### src/rtl/vga_sync_gen.sv
// VGA raster timing generator: divides CLOCK_50 by two into a pixel strobe, runs the
// h/v raster counters and registers colour and syncs so they leave aligned to the pixel grid.
module vga_sync_gen #(
  parameter int unsigned H_ACTIVE = 640,
  parameter int unsigned H_FP     = 16,
  parameter int unsigned H_SYNC   = 96,
  parameter int unsigned H_BP     = 48,
  parameter int unsigned V_ACTIVE = 480,
  parameter int unsigned V_FP     = 10,
  parameter int unsigned V_SYNC   = 2,
  parameter int unsigned V_BP     = 33
) (
  input  logic        CLOCK_50,
  input  logic        reset,
  input  logic [23:0] rgb_in,
  output logic [9:0]  pixel_x,
  output logic [9:0]  pixel_y,
  output logic        video_on,
  output logic        pixel_tick,
  output logic        frame_start,
  output logic        VGA_HS,
  output logic        VGA_VS,
  output logic [7:0]  VGA_R,
  output logic [7:0]  VGA_G,
  output logic [7:0]  VGA_B
);

  localparam int unsigned H_TOTAL = H_ACTIVE + H_FP + H_SYNC + H_BP;
  localparam int unsigned V_TOTAL = V_ACTIVE + V_FP + V_SYNC + V_BP;

  localparam logic [9:0] H_LAST = 10'(H_TOTAL - 1);
  localparam logic [9:0] V_LAST = 10'(V_TOTAL - 1);

  // Window bounds are 11 bits so a sync ending exactly at 1024 still compares correctly.
  localparam logic [10:0] H_ACT_END = 11'(H_ACTIVE);
  localparam logic [10:0] V_ACT_END = 11'(V_ACTIVE);
  localparam logic [10:0] HS_BEGIN  = 11'(H_ACTIVE + H_FP);
  localparam logic [10:0] HS_END    = 11'(H_ACTIVE + H_FP + H_SYNC);
  localparam logic [10:0] VS_BEGIN  = 11'(V_ACTIVE + V_FP);
  localparam logic [10:0] VS_END    = 11'(V_ACTIVE + V_FP + V_SYNC);

  logic        tick_q, tick_d;
  logic [9:0]  h_cnt_q, h_cnt_d;
  logic [9:0]  v_cnt_q, v_cnt_d;
  logic [23:0] rgb_q, rgb_d;
  logic        hs_q, hs_d;
  logic        vs_q, vs_d;

  logic [10:0] h_ext;
  logic [10:0] v_ext;
  logic        hsync_act;
  logic        vsync_act;
  logic        active;

  assign h_ext     = {1'b0, h_cnt_q};
  assign v_ext     = {1'b0, v_cnt_q};
  assign active    = (h_ext < H_ACT_END) && (v_ext < V_ACT_END);
  assign hsync_act = (h_ext >= HS_BEGIN) && (h_ext < HS_END);
  assign vsync_act = (v_ext >= VS_BEGIN) && (v_ext < VS_END);

  always_comb begin
    tick_d  = ~tick_q;
    h_cnt_d = h_cnt_q;
    v_cnt_d = v_cnt_q;
    rgb_d   = rgb_q;
    hs_d    = hs_q;
    vs_d    = vs_q;
    if (tick_q) begin
      if (h_cnt_q == H_LAST) begin
        h_cnt_d = 10'd0;
        v_cnt_d = (v_cnt_q == V_LAST) ? 10'd0 : v_cnt_q + 10'd1;
      end else begin
        h_cnt_d = h_cnt_q + 10'd1;
      end
      // Output stage samples the pixel that is just ending, hence the one-pixel latency.
      rgb_d = active ? rgb_in : 24'h0;
      hs_d  = ~hsync_act;
      vs_d  = ~vsync_act;
    end
  end

  always_ff @(posedge CLOCK_50) begin
    if (reset) begin
      tick_q  <= 1'b0;
      h_cnt_q <= 10'd0;
      v_cnt_q <= 10'd0;
      rgb_q   <= 24'h0;
      hs_q    <= 1'b1;
      vs_q    <= 1'b1;
    end else begin
      tick_q  <= tick_d;
      h_cnt_q <= h_cnt_d;
      v_cnt_q <= v_cnt_d;
      rgb_q   <= rgb_d;
      hs_q    <= hs_d;
      vs_q    <= vs_d;
    end
  end

  assign pixel_x     = h_cnt_q;
  assign pixel_y     = v_cnt_q;
  assign video_on    = active;
  assign pixel_tick  = tick_q;
  assign frame_start = tick_q && (h_cnt_q == 10'd0) && (v_cnt_q == 10'd0);
  assign VGA_HS      = hs_q;
  assign VGA_VS      = vs_q;
  assign VGA_R       = rgb_q[23:16];
  assign VGA_G       = rgb_q[15:8];
  assign VGA_B       = rgb_q[7:0];

endmodule

### config.mk
export PLATFORM = sky130hd
export DESIGN_NAME = vga_sync_gen
export DESIGN_NICKNAME = d
export VERILOG_FILES = /design/src/rtl/vga_sync_gen.sv
export SDC_FILE = /design/constraint.sdc
export NUM_CORES = 1
export LEC_CHECK = 0
export ABC_AREA = 1
export CORE_ASPECT_RATIO = 0.9
export CORE_MARGIN = 2
export CORE_UTILIZATION = 60
export DETAILED_ROUTE_END_ITERATION = 10
export DONT_BUFFER_PORTS = 1
export HOLD_SLACK_MARGIN = 0.06
export PLACE_DENSITY_LB_ADDON = 0.3
export SLEW_MARGIN = 0
export SYNTH_ARGS = -nofsm -noshare
export SYNTH_HDL_FRONTEND = slang
export SYNTH_SLANG_ARGS = --single-unit
### constraint.sdc
create_clock -name CLOCK_50 -period 1.51 [get_ports CLOCK_50]
set_input_delay 0.3775 -clock CLOCK_50 [delete_from_list [all_inputs] [get_ports CLOCK_50]]
set_output_delay 0.3775 -clock CLOCK_50 [all_outputs]
set_load 0.05 [all_outputs]
# ---- After elaboration in Yosys (flattened, before gate mapping)
# Cells that the tools add are included.
dict set report totals {
  register_bits 47
  out_inout_bits 49
  inputBits 26
  elab_cells 30
}
dict set report op_classes {
  add_sub_neg 2
  n_mux 3
  n_lt_le_gt_ge 6
  n_eq_ne 2
  n_reduce_logical 8
  bitwise_logic 3
}
# cell n
set op_table {}
lappend op_table {{24-bit 2-to-1 mux} 1}
lappend op_table {{10-bit by 1-bit adder with 10-bit output (second input constant)} 2}
lappend op_table {{10-bit equality test (second input constant)} 2}
lappend op_table {{10-bit logical NOT} 2}
lappend op_table {{10-bit < comparator (second input constant)} 2}
lappend op_table {{10-bit by 9-bit < comparator with 1-bit output (second input constant)} 2}
lappend op_table {{10-bit 2-to-1 mux} 2}
lappend op_table {{10-bit greater-or-equal comparator (second input constant)} 1}
lappend op_table {{10-bit by 9-bit greater-or-equal comparator with 1-bit output (second input constant)} 1}
lappend op_table {{1-bit logical AND} 5}
lappend op_table {{1-bit inverter} 3}
lappend op_table {{2-bit AND reduction} 1}

# ---- Longest topological paths before layout
# Gate-level depths: netlist of run 1.
dict set report depth {
  ltp_word 3
  mapped_depth 9
  depth_no_buf 9
}

# ---- Least setup slack after synthesis of run 1
# No wires, ideal clock.
dict set report synth_timing {
  path_kind {flip-flop to output port}
  from {reg v_cnt_q[0] (netlist: pixel_y[0])}
  to {out frame_start}
  arrival_time_ps 1791
  n_path_buf 0
  slack_ps -659
  path_stages_with_launch 7
  required_time_ps 1132
  cell_sequence {dfxtp_1 -> inv_1 -> ha_1 -> nand2_1 -> nor4_1 -> nand2_1 -> nor2_1}
}
dict set report synth_between {
  elab_chain_cells 2
}
# item line_no
set synth_rtl {}
lappend synth_rtl {{start: declaration} 44} ;# logic [9:0] v_cnt_q, v_cnt_d;
lappend synth_rtl {{start signal: assignment} 93} ;# v_cnt_q <= v_cnt_d;
lappend synth_rtl {{10-bit logical NOT} 104} ;# assign frame_start = tick_q && (h_cnt_q == 10'd0) && (v_cnt_q == 10'd0);
lappend synth_rtl {{1-bit logical AND} 104}
lappend synth_rtl {{end: declaration} 20} ;# output logic frame_start,
# No other way between the ends.

# ---- Worst setup path in the final report of run 1
dict set report layout_timing {
  from {reg v_cnt_q[1] (netlist: pixel_y[1])}
  to {out frame_start}
}
# The elaborated chain is that of the path after synthesis.

==> results of run 1 <==
## cells in the final DEF, fill, tap and decap left out, drive strengths merged, types with 2 or more instances in the layout
master / instances
a22oi: 2
nor2: 38
clkbuf: 6
ha: 4
nor3b: 3
nand2: 105
o21ai: 26
nand4: 7
inv: 31
buf: 54
nand3: 16
clkinv: 2
nor3: 5
dfxtp: 47
a21oi: 7
nor4: 3
xor2: 2
## flip-flops by register name (all words and copies together), names as in the netlist
| name | cells |
|---|---|
| pixel_x | 10 |
| rgb_q | 24 |
| VGA_HS | 1 |
| pixel_y | 10 |
| pixel_tick | 1 |
| VGA_VS | 1 |
## worst max-delay path: stages (launching register included)
cell and delay, ns:
dfxtp_4 0.36, inv_4 0.07, ha_4 0.15, nand2_4 0.06, nor4_4 0.12, nand2_1 0.12, nor2_4 0.14, buf_12 0.14
## cell type report
class / instances / share of cell area
sequential: 47 / 0.330
inverter: 32 / 0.0447
tap: 44 / 0.0184
multi-input combinational: 223 / 0.419
clock buffer: 6 / 0.0242
clock inverter: 2 / 0.00584
timing repair buffer: 54 / 0.159
## per-stage QoR
step	cells	power (mW)	util	TNS, ns
floorplan	312	1.58	-	-0.287
global placement	388	1.63	0.746	-0.0326
detailed placement	388	1.63	0.746	-0.0920
CTS	403	2.40	0.820	-0.561
global route	408	2.53	0.874	-1.64
finish	408	2.45	0.874	-0.982
## metal layers
layer  global-route usage  wire length (microns)  vias to the layer above
met5                    0                      0                        -
met4                0.122                    348                        0
met3               0.0713                    982                       46
met2                0.505                   3240                      228
met1                0.413                   2780                     1067
li1                     -                      -                     1095
## cell usage after synthesis, types with 4 or more instances
cell type / number
ha_1: 4
nand3_1: 14
dfxtp_1: 47
o21ai_0: 23
nand4_1: 7
nor2_1: 33
inv_1: 32
nor3_1: 5
nand2_1: 103
buf_2: 4
a21oi_1: 7
## power groups by stage
stage | registers, mW | clock network (mW) | logic (mW)
after global routing | 1.44 | 0.844 | 0.241
after CTS | 1.43 | 0.772 | 0.192
after global placement | 1.46 | 0 | 0.167
final | 1.44 | 0.789 | 0.223
after detailed placement | 1.46 | 0 | 0.172
after floorplan | 1.48 | 0 | 0.101
## what timing repair did
item / in CTS / in global routing
endpoints found under the setup margin: 5 / 17
buffers inserted: 7 / 5
gates resized for setup: 28 / 38
pin swaps: 7 / 15
endpoints found under the hold margin: 0 / 0
## cell families after synthesis
group                    Yosys count  share of synthesized area
adder cells (fa/ha/maj)            4                     0.0231
AND/OR/NAND/NOR                  179                      0.359
XOR/XNOR                           3                     0.0121
flip-flops                        47                      0.434
AO/OA/AOI/OAI                     37                     0.0912
buffers and inverters             42                     0.0808
## worst max-delay path by stage
stage	depth (start not counted)	end	from
after CTS	7	frame_start	pixel_y[1]
after global routing	6	frame_start	pixel_y[6]
after global placement	7	frame_start	pixel_y[1]
after detailed placement	7	frame_start	pixel_y[1]
after floorplan	7	video_on	pixel_y[5]
final	7	frame_start	pixel_y[1]
==> impl_metrics.csv, run 1 <==
group,metric,value,unit
global_route,antenna_found_initial,0,
finish,num_antenna_cells,0,
critical_path,end_kind,"output port",
sta,rsz0062_at_grt,"true",
place,pre_cts_ws,-0.0791,ns
floorplanning,die_width,67.4,microns
place,gp_congestion,0.878,
clock_network,htree_levels,2,
power,p_leak,1.22,nW
drt,vias,2436,
sta,hold_ws,0.115,ns
sta,tightest_slew,0.538,ns
yosys,syn_nets,342,
critical_path,critical_path_class,"reg2out",
min_path,hold_depth,1,
clock_network,clk_pin_slew,0.09,ns
global_route,grt_max_degree,27,
power,ir_worst_vdd,0.727,mV
critical_path,rr_endpoint,"pixel_y[9]",
power,clkPwrFrac,0.322,
drt,ant_nets,0,
drt,drt_iter0_markers,541,
floorplanning,core,3430,sq um
sta,hold_viol,0,
yosys,synth_area,2170,sq um
floorplanning,die_h,61.0,microns
finish,multi_input_area,1250,sq um
drt,avgRoutedWirePerCell,18.0,microns
critical_path,rr_worst_depth,8,
yosys,synthCells,312,
run_status,status,"finished, violations left",
place,hpwlAfterDp,3760,microns
global_route,grt_pass1_vias,2102,
yosys,syn-mean-instance-area,6.95,sq um
yosys,yosysTopAreaCellShare,0.434,
finish,fin_area,3000,sq um
yosys,synth_cell_types,29,
critical_path,ff2ff_setup_slack,-0.10,ns
floorplanning,pin_count,75,
min_path,whs_endpoint,"pixel_y[8]",
global_route,grt_usage,0.313,
finish,final-seq-area,988,sq um
floorplanning,fp-row-count,20,
finish,drive_above_1_share,0.352,
sta,setup_viol_count_final,13,
clock_network,cts_buffers,5,
clock_network,clkLatencyLatePin,0.31,ns
critical_path,cp_data_required_time,1.13,ns
global_route,grt-ovfl-total,0,
power,p_seq_frac,0.587,
finish,area.growth.synth_to_final,38.3,%
finish,final_nets,393,
drt,avgViaCountPerCell,5.97,
yosys,synth_area_leader_cell,"dfxtp_1",
sta,setup_ws,-0.322,ns
drt,routed_wl,7360,microns
power,switchingPower,0.758,mW
yosys,yosysWarnings,0,
critical_path,cp_max_fo,2,
yosys,synth_flop_cell,"dfxtp_1",
finish,fillCellCount,174,
power,p_per_area,816,nW/um^2
place,port_buffers,0,
clock_network,cts_root_buffer,"clkbuf_8",
critical_path,start_kind,"flop",
global_route,grt_pass1_wl,9600,microns
yosys,synth_edf_count,0,
clock_network,clkSinkCount,47,
critical_path,reg2reg_from,"pixel_y[1]",
clock_network,cts_tree,"done",
floorplanning,dieArea,4110,sq um
floorplanning,start_util,0.632,
drt,route.detailed.drc,0,
power,p_int,1.69,mW
sta,relSlewSlack,0.641,
place,postPlaceCellArea,2560,sq um
power,pwr-share-comb,0.091,
sta,fmax,0.546,GHz
yosys,synthTopCellsByArea,"dfxtp_1 (43%), nand2_1 (18%), nor2_1 (5.7%)",
sta,slew_viol_final,0,
drt,drt_first_pass_iters,6,
run_status,violations,"negative setup slack",
sta,min_period_over_period,1.21,
power,swShare,0.310,
sta,layout_min_cycle_time,1.83,ns
min_path,hp-class,"in2reg",
yosys,ys_seq_elements,47,
clock_network,ctsHoldBuffers,0,
min_path,hold_start,"reset",
job,cap_violations,0,
sta,fin_skew,0.00949,ns
yosys,ys_seq_area_frac,0.434,
yosys,ys_async_sr_fraction,0,
clock_network,clk_path_buf_depth,2,
critical_path,arrival,1.45,ns
(Power assumes the default switching activity.)
==> run 2, diff against run 1 <==
--- a/config.mk
+++ b/config.mk
@@ -5,9 +5,7 @@
 export SDC_FILE = /design/constraint.sdc
 export NUM_CORES = 1
 export LEC_CHECK = 0
-export ABC_AREA = 1
 export CORE_ASPECT_RATIO = 0.9
-export CORE_MARGIN = 2
 export CORE_UTILIZATION = 60
 export DETAILED_ROUTE_END_ITERATION = 10
 export DONT_BUFFER_PORTS = 1
==> impl_metrics.csv, run 2 <==
group,metric,value,unit
yosys,yosys.area_share.simple,0.201,
drt,avgRoutedWirePerCell,27.4,microns
yosys,yosysTopAreaCellShare,0.487,
sta,rsz0062_at_grt,"true",
finish,final-seq-area,992,sq um
sta,setup_ws,-0.656,ns
sta,hold_viol,0,
min_path,hold_start,"reset",
floorplanning,fp-row-count,19,
critical_path,cp_slowest_stage_delay,0.37,ns
critical_path,cp_max_fo,2,
yosys,synth_cell_types,39,
global_route,antenna_found_initial,0,
critical_path,ff2ff_setup_slack,-0.38,ns
yosys,synth_flop_cell,"dfxtp_1",
critical_path,cp_data_required_time,1.13,ns
clock_network,clk_path_buf_depth,2,
critical_path,critical_path_class,"reg2out",
yosys,synth.most_common_cell,"dfxtp_1",
power,p_leak,1.28,nW
clock_network,htree_levels,2,
run_status,violations,"negative setup slack",
yosys,syn-mean-instance-area,9.81,sq um
sta,fin_skew,0.0138,ns
yosys,synth_area_leader_cell,"dfxtp_1",
floorplanning,die_width,61.8,microns
floorplanning,start_util,0.630,
sta,tightest_slew,0.563,ns
floorplanning,core,3070,sq um
finish,fin_util,0.958,
critical_path,crit_buf_inv,1,
min_path,hp-class,"in2reg",
power,p_per_area,865,nW/um^2
drt,highest_layer,"met4",
yosys,yosysWarnings,0,
drt,route.detailed.drc,0,
critical_path,end_kind,"output port",
finish,final_nets,290,
global_route,grt_usage,0.409,
clock_network,clkSinkCount,47,
floorplanning,dieArea,3450,sq um
sta,relSlewSlack,0.624,
sta,fmax,0.462,GHz
yosys,ys_async_sr_fraction,0,
drt,drt_iter0_markers,310,
critical_path,critical-path-top-delay-family,"simple AND/OR/NAND/NOR gates",
sta,setup_tns,-10.60,ns
finish,most-common-layout-cells,"buf_4 (48), dfxtp_1 (26), a22o_1 (24)",
drt,avgViaCountPerCell,7.39,
finish,area.growth.synth_to_final,52.0,%
finish,drive_above_1_share,0.490,
yosys,synth_adder_area_share,0.0259,
critical_path,startpoint,"pixel_y[7]",
power,totalPowerFinal,2.54,mW
global_route,grt_pass1_vias,2025,
finish,fillCellCount,77,
drt,ant_nets,0,
drt,drt_first_pass_iters,7,
critical_path,cp_slowest_cell,"nor4_4",
yosys,synth_edf_count,0,
clock_network,cts_tree,"done",
critical_path,arrival,1.79,ns
critical_path,rr_worst_depth,9,
global_route,grt-ovfl-total,0,
yosys,netlist_top_cells_count,"dfxtp_1 (47), a22o_1 (24), nor2_1 (13), nand2_1 (11), inv_1 (10)",
finish,largest_reg_flops,24,
drt,wl_met2,3840,microns
power,ir_worst_vdd,1.28,mV
place,gp_congestion,0.857,
critical_path,crit_chain,"nor4_4, nand4_1, nor3_4, buf_12",
yosys,synthTopCellsByArea,"dfxtp_1 (49%), a22o_1 (11%), ha_1 (2.6%)",
yosys,ys_seq_area_frac,0.487,
yosys,synth-compound-area-share,0.194,
run_status,status,"finished, violations left",
critical_path,reg2reg_from,"pixel_x[1]",
yosys,ys_seq_elements,47,
finish,layout_commonest_cell,"buf_4",
floorplanning,die_h,55.9,microns
finish,num_antenna_cells,0,
clock_network,clkLatencyLatePin,0.38,ns
yosys,synthCells,197,
sta,layout_min_cycle_time,2.17,ns
yosys,synth_area,1930,sq um
drt,wl_met1,2720,microns
yosys,synthMuxAreaShare,0.0104,
sta,slew_viol_final,0,
floorplanning,pin_count,75,
sta,min_period_over_period,1.43,
critical_path,start_kind,"flop",
job,cap_violations,0,
critical_path,crit_cells,4,
finish,multi_input_area,1170,sq um
finish,regMostFlops,"rgb_q",
yosys,synth_top_family_by_area,"simple AND/OR/NAND/NOR gates",
place,port_buffers,0,
place,hpwlAfterDp,4230,microns
global_route,grt_pass1_wl,10100,microns
drt,routed_wl,8290,microns
drt,vias,2240,
sta,setup_viol_count_final,48,
global_route,grt_max_degree,26,
clock_network,cts_buffers,5,
clock_network,cts_root_buffer,"clkbuf_4",
yosys,syn_nets,227,
yosys,synth_xor_area_frac,0.0408,
clock_network,clk_pin_slew,0.14,ns
drt,wl_met3,1040,microns
min_path,hold_depth,1,
==> run 2: cell count changes in the layout (fill, tap and decap cells not counted), moves of 6 or more <==
cell / change
nand2_1: -85
a22o_1: +24
o21ai_0: -23
inv_1: -17
nor2_1: -12
nor2_2: -8
buf_4: +7
nand2_2: -6
==> run 2: report_power, final <==
group          switching [mW]  total [mW]  internal, mW
Combinational           0.149       0.273         0.124
Clock                   0.421       0.806         0.384
Sequential              0.190        1.46          1.27
==> run 2: repair_timing <==
action | 4_1_cts | 5_1_grt
resized for setup | 25 | 27
buffers inserted | 4 | 5
hold endpoints to repair | 1 | 2
pin swaps | 13 | 10
hold buffers | 1 | 1
setup endpoints to repair | 36 | 45
==> run 2: cells by family after synthesis <==
| kind of cell | after synthesis |
|---|---|
| adder cells (fa/ha/maj) | 4 |
| multiplexers | 2 |
| flip-flops | 47 |
| AO/OA/AOI/OAI | 48 |
| XOR/XNOR | 9 |
| buffers and inverters | 19 |
| AND/OR/NAND/NOR | 68 |
==> run 2: final timing paths <==
check,endpoint
hold / removal,pixel_y[1]
hold reg to reg,pixel_y[9]
setup reg to reg,pixel_y[7]
setup / recovery,frame_start
==> run 2: routing by layer <==
metal	vias to the layer above	track usage
met5	-	0
met4	0	0.254
met3	85	0.102
met2	278	0.651
met1	1017	0.479
li1	860	-
==> run 2: layout make-up <==
cell class | instances | area share
multi-input combinational | 131 | 0.397
sequential | 47 | 0.338
timing repair buffer | 65 | 0.202
clock buffer | 8 | 0.0311
tap | 42 | 0.0179
inverter | 10 | 0.0145
==> run 2: through the flow <==
stage	hold slack, ns	cell area [sq um]	cells	worst slack, ns
6_report	0.0863	2940	303	-0.656
2_1_floorplan	0.503	2090	197	-0.311
3_3_place_gp	0.439	2530	284	-0.141
4_1_cts	0.0607	2760	297	-0.526
3_5_place_dp	0.442	2530	284	-0.213
5_1_grt	0.0757	2940	303	-0.695
==> run 2: worst register-to-register path: cells and delay by family, from the launching register on <==
family | cells | cell delay [ns]
AO/OA/AOI/OAI | 1 | 0.13
adder cells (fa/ha/maj) | 1 | 0.15
buffers and inverters | 4 | 0.55
flip-flops | 1 | 0.40
AND/OR/NAND/NOR | 3 | 0.56
